==> src/rtl/uart_receive.sv <==
// UART receiver: 8N1 LSB-first frames, 2-flop input synchronizer, centre-of-bit
// sampling, one-byte holding register with valid/ack handshake and sticky flags.
// Define UART_RX_PARITY_EN for 8E1 frames with a sticky even-parity error flag.
module uart_receive #(
  parameter int CLKS_PER_BIT = 435
) (
  input  logic       clk,
  input  logic       reset,
  input  logic       rxd,
  input  logic       readAck,
  input  logic       errClear,
  output logic [7:0] dataOutput,
  output logic       dataValid,
  output logic       frameError,
  output logic       overrun,
  output logic       parityError
);

  localparam int CW = $clog2(CLKS_PER_BIT);
  localparam logic [CW-1:0] LAST    = CW'(CLKS_PER_BIT - 1);
  localparam logic [CW-1:0] HALF_M1 = CW'(CLKS_PER_BIT / 2 - 1);

  typedef enum logic [2:0] {IDLE, START, DATA, PARITY, STOP, WAIT_HIGH} state_t;

  state_t        state;
  logic [CW-1:0] cnt;
  logic [2:0]    bitIdx;
  logic [7:0]    shift;
  logic          rxd_p0;
  logic          rxd_p1;
  logic          rxdS;
  logic          cntDone;

  assign rxdS    = rxd_p1;
  assign cntDone = (cnt == LAST);

  always_ff @(posedge clk or posedge reset) begin
    if (reset) begin
      rxd_p0     <= 1'b1;
      rxd_p1     <= 1'b1;
      state      <= IDLE;
      cnt        <= '0;
      bitIdx     <= '0;
      shift      <= '0;
      dataOutput <= '0;
      dataValid  <= 1'b0;
      frameError <= 1'b0;
      overrun    <= 1'b0;
`ifdef UART_RX_PARITY_EN
      parityError <= 1'b0;
`endif
    end else begin
      // stage p0/p1: metastability synchronizer
      rxd_p0 <= rxd;
      rxd_p1 <= rxd_p0;

      // clears come first so a flag set later in this block wins the same edge
      if (errClear) begin
        frameError <= 1'b0;
        overrun    <= 1'b0;
`ifdef UART_RX_PARITY_EN
        parityError <= 1'b0;
`endif
      end
      if (readAck && dataValid)
        dataValid <= 1'b0;

      case (state)
        IDLE: begin
          if (!rxdS) begin
            state <= START;
            cnt   <= '0;
          end
        end
        START: begin
          if (cnt == HALF_M1) begin
            cnt <= '0;
            if (!rxdS) begin
              state  <= DATA;
              bitIdx <= '0;
            end else begin
              state <= IDLE;
            end
          end else begin
            cnt <= cnt + CW'(1);
          end
        end
        DATA: begin
          if (cntDone) begin
            cnt           <= '0;
            shift[bitIdx] <= rxdS;
            if (bitIdx == 3'd7) begin
`ifdef UART_RX_PARITY_EN
              state <= PARITY;
`else
              state <= STOP;
`endif
            end else begin
              bitIdx <= bitIdx + 3'd1;
            end
          end else begin
            cnt <= cnt + CW'(1);
          end
        end
`ifdef UART_RX_PARITY_EN
        PARITY: begin
          if (cntDone) begin
            cnt   <= '0;
            state <= STOP;
            if ((^shift) ^ rxdS)
              parityError <= 1'b1;
          end else begin
            cnt <= cnt + CW'(1);
          end
        end
`endif
        STOP: begin
          if (cntDone) begin
            cnt <= '0;
            if (rxdS) begin
              dataOutput <= shift;
              dataValid  <= 1'b1;
              // an ack on this same edge consumes the old byte, so no overrun
              if (dataValid && !readAck)
                overrun <= 1'b1;
              state <= IDLE;
            end else begin
              frameError <= 1'b1;
              state      <= WAIT_HIGH;
            end
          end else begin
            cnt <= cnt + CW'(1);
          end
        end
        WAIT_HIGH: begin
          if (rxdS)
            state <= IDLE;
        end
        default: state <= IDLE;
      endcase
    end
  end

`ifndef UART_RX_PARITY_EN
  assign parityError = 1'b0;
`endif

endmodule
==> config.mk <==
export PLATFORM = sky130hd
export DESIGN_NAME = uart_receive
export DESIGN_NICKNAME = d
export VERILOG_FILES = /design/src/rtl/uart_receive.sv
export SDC_FILE = /design/constraint.sdc
export NUM_CORES = 1
export LEC_CHECK = 0
export BUFFER_PORTS_ARGS = -buffer_cell sky130_fd_sc_hd__buf_2
export CAP_MARGIN = 10
export CORE_ASPECT_RATIO = 1.5
export CORE_MARGIN = 3
export CORE_UTILIZATION = 55
export CTS_BUF_LIST = sky130_fd_sc_hd__clkbuf_2 sky130_fd_sc_hd__clkbuf_4 sky130_fd_sc_hd__clkbuf_8
export CTS_CLUSTER_DIAMETER = 80
export DETAILED_ROUTE_END_ITERATION = 10
export GPL_ROUTABILITY_DRIVEN = 0
export PLACE_DENSITY_LB_ADDON = 0.25
export SETUP_SLACK_MARGIN = 0.05
export SYNTH_ARGS = -nofsm -noshare
export SYNTH_HDL_FRONTEND = slang
export SYNTH_SLANG_ARGS = --single-unit
==> constraint.sdc <==
create_clock -name clk -period 2.3 [get_ports clk]
set_clock_uncertainty 0.2 [all_clocks]
set_input_delay 0.23 -clock clk [delete_from_list [all_inputs] [get_ports clk]]
set_output_delay 0.23 -clock clk [all_outputs]
set_load 0.01 [all_outputs]
==> results.tsv, run 1 <==
stage	metric	value	unit
timing	unrepaired setup endpoints after global routing	yes	
route	initial DRC count	30	
logic_synthesis	post-synthesis register bit count	36	
pwr	Seq pwr share	56.3	%
place	IO Port Bufs	15	
cts	clk_lat worst skew	0.28	ns
floorplanning	Initial Util	57.8	%
global_routing	grt met3 use	4.08	%
global_routing	GR Overflow Total	0	
setup_path	Crit. Startpoint	bitIdx[0]	
logic_synthesis	Syn Area/Cell	10.9	µm²
global_routing	first-pass GRT wire length	6.07	mm
logic_synthesis	Yosys cell types	45	
setup_path	Critical Path RT	2.27	ns
route	Via density	5.73	
floorplanning	Core Area	3190	µm²
logic_synthesis	Mapped Area	1840	µm²
logic_synthesis	Mapped Nets	179	
setup_path	RR Endpoint	bitIdx[0]	
floorplanning	Die H	76.9	µm
floorplanning	io pins	17	
worst_hold_path	hold path start	readAck	
place	placed instance area	1970	µm²
route	Residual DRC	0	
logic_synthesis	ys flop type	dfrtp_1	
setup_path	Worst setup EP type	flip-flop	
route	final wirelength	3.43	mm
layout	# nets final	205	
global_routing	GRT busiest layer	met2	
setup_path	Reg2Reg Depth	6	
layout	Final Cell Area	2140	µm²
global_routing	GR Layer Usage met2	33.4	%
route	WL per Instance	14.6	µm
cts	total clock sinks	36	
run_status	status	finished, final reports clean	
pwr	Int Power	0.912	mW
layout	commonest non-fill, non-tap cell in the layout	dfrtp_1	
timing	post-route setup TNS	0	ns
logic_synthesis	sequential fraction of the synthesis area	49.0	%
layout	synthesis-to-finish area growth	16.3	%
layout	share of layout cells above drive strength 1	33.8	%
timing	final setup fails	0	
cts	clk slew on worst S/H paths	0.07	ns
pwr	worst vdd ir	0.528	mV
pwr	Tot Pwr	1.14	mW
global_routing	largest net degree at the start of global routing	37	
pwr	switching share of total power	19.8	%
timing	Final Max Slew Viols	0	
pwr	PD cells	530	nW/µm²
cts	root buffer cell	clkbuf_8	
setup_path	critical setup path kind	reg -> reg	
timing	Final Hold Fails	0	
cts	CTS buffer count	5	
place	HPWL Detailed	2.40	mm
setup_path	r2r setup slk	0.12	ns
floorplanning	die area	4100	µm²
worst_hold_path	Hold EP	dataValid	
route	Final ANT Viol Nets	0	
timing	final worst slack	0.120	ns
place	Setup WS pre-CTS	0.0626	ns
worst_hold_path	min-delay worst type	in -> reg	
pwr	Leakage	1.02	nW
worst_hold_path	Min-Delay Path Depth	3	
global_routing	GRT Overall Usage	19.5	%
setup_path	arrival time at the worst endpoint	2.15	ns
logic_synthesis	Cells after Synth	169	
global_routing	vias in the first global route	1385	
global_routing	antenna violations before repair	0	
timing	Final Cycle Share	94.8	%
logic_synthesis	number of synthesis warnings	0	
route	drt first pass iters	4	
cts	CTS H-Tree Depth	2	
layout	number of antenna repair diodes	0	
global_routing	met1 Use GR	22.1	%
setup_path	Max FO, Critical Path	4	
timing	Hold WS	0.0263	ns
floorplanning	row cnt	25	
pwr	Comb pwr share	2.2	%
job	Max-Cap Viols	0	
timing	Final min period	2.18	ns
pwr	Psw	0.225	mW
setup_path	reg2reg start	bitIdx[0]	
timing	f_max	459	MHz
cts	CTS tree	built	
route	detailed-route via count	1346	
floorplanning	Die Span X	53.3	µm
cts	clock buffer depth	2	
logic_synthesis	Async SR Flop Fraction	100	%
layout	most frequent cells in the layout	dfrtp_1, nand2_1, mux2_2, buf_2, o21ai_0	
logic_synthesis	number of flops mapped to enable cells by yosys	0	
pwr	Clock power frac	41.5	%
setup_path	Startpoint Class	flip-flop	
-- area by class of cell --
type                    instances  area [µm²]
clock buffers                   7        96.3
fillers                       266        1050
repair buffers                 27         173
inverters                       5        18.8
well taps                      40        50.0
flip-flops and latches         36         903
multi-input cells             120         903
-- kinds of logic (layout without fill, tap and decap cells) --
family / Yosys count / count (layout) / synth area share, %
flip-flops: 36 / 36 / 49.0
buffers and inverters: 13 / 39 / 3.73
multiplexers: 16 / 16 / 9.77
XOR/XNOR: 2 / 2 / 0.950
adder cells (fa/ha/maj): 5 / 5 / 3.39
AND/OR/NAND/NOR: 64 / 64 / 21.4
AO/OA/AOI/OAI: 32 / 32 / 11.6
other: 1 / 1 / 0.203
-- worst max-delay path, stage by stage (launching register included) --
cell and delay, ns:
dfrtp_1 0.40, ha_1 0.22, ha_2 0.17, or3b_2 0.45
a21oi_2 0.17, o211ai_1 0.16, mux2_4 0.29
-- per-stage QoR --
stage / instances / util [%]
CTS: 233 / 65.9
finish: 235 / 67.2
detailed placement: 223 / 61.8
global route: 235 / 67.2
global placement: 223 / 61.8
floorplan: 169 / -
-- cell usage after synthesis, types with 2 or more instances --
cell type,number,area (µm²)
nand3_1,4,20.0
buf_4,2,15.0
inv_1,5,18.8
ha_1,5,62.6
o211ai_1,5,37.5
nand3b_1,2,15.0
nor2_1,6,22.5
a21oi_1,4,20.0
a22o_1,3,26.3
and4_1,2,17.5
o21ai_0,11,55.1
xnor2_1,2,17.5
nand2b_1,3,18.8
mux2_2,16,180
or3_1,2,12.5
and4b_1,2,20.0
or3b_2,3,26.3
nor3_1,4,20.0
nor2b_1,4,25.0
dfstp_2,2,52.6
buf_2,4,20.0
nor3b_1,2,15.0
nand2_1,20,75.1
o22ai_1,2,12.5
dfrtp_1,34,851
-- registers in the layout, indices dropped and copies added (netlist names) --
signal	cells
rxd_p0	1
dataOutput	8
rxdS	1
bitIdx	3
frameError	1
shift	8
dataValid	1
state	3
overrun	1
cnt	9
-- timing repair --
action | 4_1_cts | 5_1_grt
hold endpoints to repair | 36 | 0
pin swaps | 0 | 5
hold buffers | 3 | 0
setup buffers | 0 | 2
endpoints found under the setup margin | 1 | 13
resized for setup | 1 | 7
-- per-layer routing --
metal  wire length [µm]  vias to the layer above
met5                  0                        -
met4                 69                        0
met3                 83                        6
met2               1840                       19
met1               1440                      668
li1                   -                      653
-- worst max path at each step --
stage	endpoint	cells after the start	slack, ns
after floorplan	bitIdx[0]	6	0.18
after global placement	bitIdx[0]	6	0.12
after detailed placement	bitIdx[0]	6	0.06
after CTS	bitIdx[0]	6	0.05
after global routing	bitIdx[0]	6	0.02
final	bitIdx[0]	6	0.12
-- power by group through the flow --
stage	Clock [mW]	Sequential, mW	Combinational (mW)
after floorplan	0	0.649	0.0160
after global placement	0	0.652	0.0210
after detailed placement	0	0.652	0.0215
after CTS	0.491	0.640	0.0259
after global routing	0.512	0.640	0.0291
final	0.472	0.640	0.0251
Power figures use the tool's default switching activity.
==> inputs of run 2 (changes only) <==
--- a/config.mk
+++ b/config.mk
@@ -7,7 +7,6 @@
 export LEC_CHECK = 0
 export BUFFER_PORTS_ARGS = -buffer_cell sky130_fd_sc_hd__buf_2
 export CAP_MARGIN = 10
-export CORE_ASPECT_RATIO = 1.5
 export CORE_MARGIN = 3
 export CORE_UTILIZATION = 55
 export CTS_BUF_LIST = sky130_fd_sc_hd__clkbuf_2 sky130_fd_sc_hd__clkbuf_4 sky130_fd_sc_hd__clkbuf_8
==> results.tsv, run 2 (synthesis gave the netlist of run 1 again) <==
stage	metric	value	unit	change
setup_path	reg2reg start	bitIdx[0]		unchanged
global_routing	GR Overflow Total	0		unchanged
timing	final setup fails	0		unchanged
setup_path	critical setup path kind	reg -> reg		unchanged
pwr	PD cells	549	nW/µm²	was 530 nW/µm²
setup_path	arrival time at the worst endpoint	2.23	ns	was 2.15 ns
route	Via density	5.74		was 5.73
place	IO Port Bufs	15		unchanged
layout	max reg flops	9		unchanged
place	HPWL Detailed	2.44	mm	was 2.40 mm
route	Final ANT Viol Nets	0		unchanged
layout	Final Cell Area	2130	µm²	was 2140 µm²
layout	share of layout cells above drive strength 1	32.0	%	was 33.8%
route	initial DRC count	70		was 30
timing	Final Hold Fails	0		unchanged
setup_path	Worst setup EP type	flip-flop		unchanged
setup_path	Slowest Stage Delay on Critical Path	0.45	ns	about the same
route	drt first pass iters	4		unchanged
setup_path	Critical Path Stages	6		unchanged
floorplanning	row cnt	20		was 25
layout	number of antenna repair diodes	0		unchanged
setup_path	Startpoint Class	flip-flop		unchanged
cts	CTS tree	built		unchanged
place	Setup WS pre-CTS	0.0497	ns	was 0.0626 ns
timing	unrepaired setup endpoints after global routing	yes		unchanged
setup_path	r2r setup slk	0.11	ns	was 0.12 ns
global_routing	vias in the first global route	1385		unchanged
timing	f_max	456	MHz	was 459 MHz
global_routing	first-pass GRT wire length	6.47	mm	was 6.07 mm
setup_path	cell family with most CP delay	simple AND/OR/NAND/NOR gates		unchanged
layout	# nets final	203		was 205
run_status	status	finished, final reports clean		unchanged
layout	post-route core utilization	68.1	%	was 67.2%
route	WL per Instance	14.9	µm	was 14.6 µm
cts	clk_lat worst skew	0.34	ns	was 0.28 ns
setup_path	Critical Path Sink	bitIdx[0]		unchanged
floorplanning	Die Span X	63.9	µm	was 53.3 µm
setup_path	Critical Path RT	2.34	ns	was 2.27 ns
cts	CTS buffer count	5		unchanged
layout	synthesis-to-finish area growth	15.5	%	was 16.3%
route	detailed-route via count	1367		was 1346
setup_path	CP max-delay cell	or3b_2		unchanged
layout	most flop-heavy register	cnt		unchanged
layout	most frequent cells in the layout	dfrtp_1, nand2_1, mux2_2, buf_2, o21ai_0		unchanged
floorplanning	Initial Util	59.0	%	was 57.8%
global_routing	largest net degree at the start of global routing	37		unchanged
global_routing	antenna violations before repair	0		unchanged
route	final wirelength	3.56	mm	was 3.43 mm
global_routing	GRT Overall Usage	20.5	%	was 19.5%
setup_path	RR Endpoint	bitIdx[0]		unchanged
worst_hold_path	min-delay worst type	reg -> reg		was in -> reg
floorplanning	io pins	17		unchanged
floorplanning	Die H	63.9	µm	was 76.9 µm
pwr	Tot Pwr	1.17	mW	was 1.14 mW
setup_path	Buf/Inv on CP	0		unchanged
setup_path	CP Cell Sequence	ha_2 -> ha_1 -> or3b_2 -> a21oi_2 -> o211ai_1 -> mux2_4		was ha_1 -> ha_2 -> or3b_2 -> a21oi_2 -> o211ai_1 -> mux2_4
timing	Final Cycle Share	95.4	%	was 94.8%
floorplanning	die area	4080	µm²	was 4100 µm²
route	Residual DRC	0		unchanged
timing	final worst slack	0.106	ns	was 0.120 ns
place	placed instance area	1970	µm²	about the same
timing	post-route setup TNS	0	ns	unchanged
job	Max-Cap Viols	0		unchanged
pwr	Leakage	1.01	nW	was 1.02 nW
setup_path	Max FO, Critical Path	4		unchanged
floorplanning	Core Area	3130	µm²	was 3190 µm²
cts	CTS H-Tree Depth	2		unchanged
timing	Final Max Slew Viols	0		unchanged
cts	root buffer cell	clkbuf_4		was clkbuf_8
setup_path	Crit. Startpoint	bitIdx[0]		unchanged
layout	commonest non-fill, non-tap cell in the layout	dfrtp_1		unchanged
cts	clock buffer depth	2		unchanged
timing	Final min period	2.19	ns	was 2.18 ns
cts	total clock sinks	36		unchanged
pwr	worst vdd ir	0.388	mV	was 0.528 mV
layout	biggest regs	cnt (9), dataOutput (8), shift (8)		unchanged
setup_path	Reg2Reg Depth	6		unchanged
cts	clk slew on worst S/H paths	0.11	ns	was 0.07 ns
==> run 2: worst reg2reg max path: cells and delay by family (launching register included) <==
| kind | cells | cell delay [ns] |
|---|---|---|
| AO/OA/AOI/OAI | 2 | 0.33 |
| adder cells (fa/ha/maj) | 2 | 0.37 |
| flip-flops | 1 | 0.44 |
| multiplexers | 1 | 0.29 |
| AND/OR/NAND/NOR | 1 | 0.45 |
==> run 2: cell type report <==
cell class / instances / area (µm²)
clock buffer: 7 / 65.1
clock inverter: 1 / 30.0
fill: 249 / 998
inverter: 5 / 18.8
multi-input combinational: 120 / 897
sequential: 36 / 903
tap: 44 / 55.1
timing repair buffer: 25 / 160
==> run 2: where the power goes <==
group,internal [mW],total (mW),switching [mW]
Clock,0.289,0.503,0.215
Sequential,0.636,0.640,0.00388
Combinational,0.0102,0.0263,0.0161
Total,0.935,1.17,0.235
==> run 2: stage by stage <==
step	hold WS (ns)	instances
global placement	0.137	226
finish	0.167	238
global route	0.174	238
detailed placement	0.139	226
CTS	0.168	238
floorplan	0.0345	169
==> run 2: per-layer routing <==
metal / global-route usage, % / wire [µm]
met3: 4.22 / 157
met2: 33.0 / 1720
met5: 0 / 0
met1: 26.2 / 1610
met4: 9.97 / 71
==> run 2: worst min path at each step <==
stage / from / to / depth (start not counted) / slack, ns
floorplan: rxd / rxd_p0 / 0 / 0.03
global placement: rxd / rxd_p0 / 1 / 0.14
detailed placement: rxd / rxd_p0 / 1 / 0.14
CTS: rxd_p0 / rxdS / 0 / 0.17
global route: rxd_p0 / rxdS / 0 / 0.17
finish: rxd_p0 / rxdS / 0 / 0.17
==> run 2: repair_timing <==
item,4_1_cts,5_1_grt
endpoints found under the setup margin,7,10
pin swaps,0,4
gates resized for setup,2,4
hold buffers,4,0
hold endpoints to repair,37,0
buffers inserted,0,0
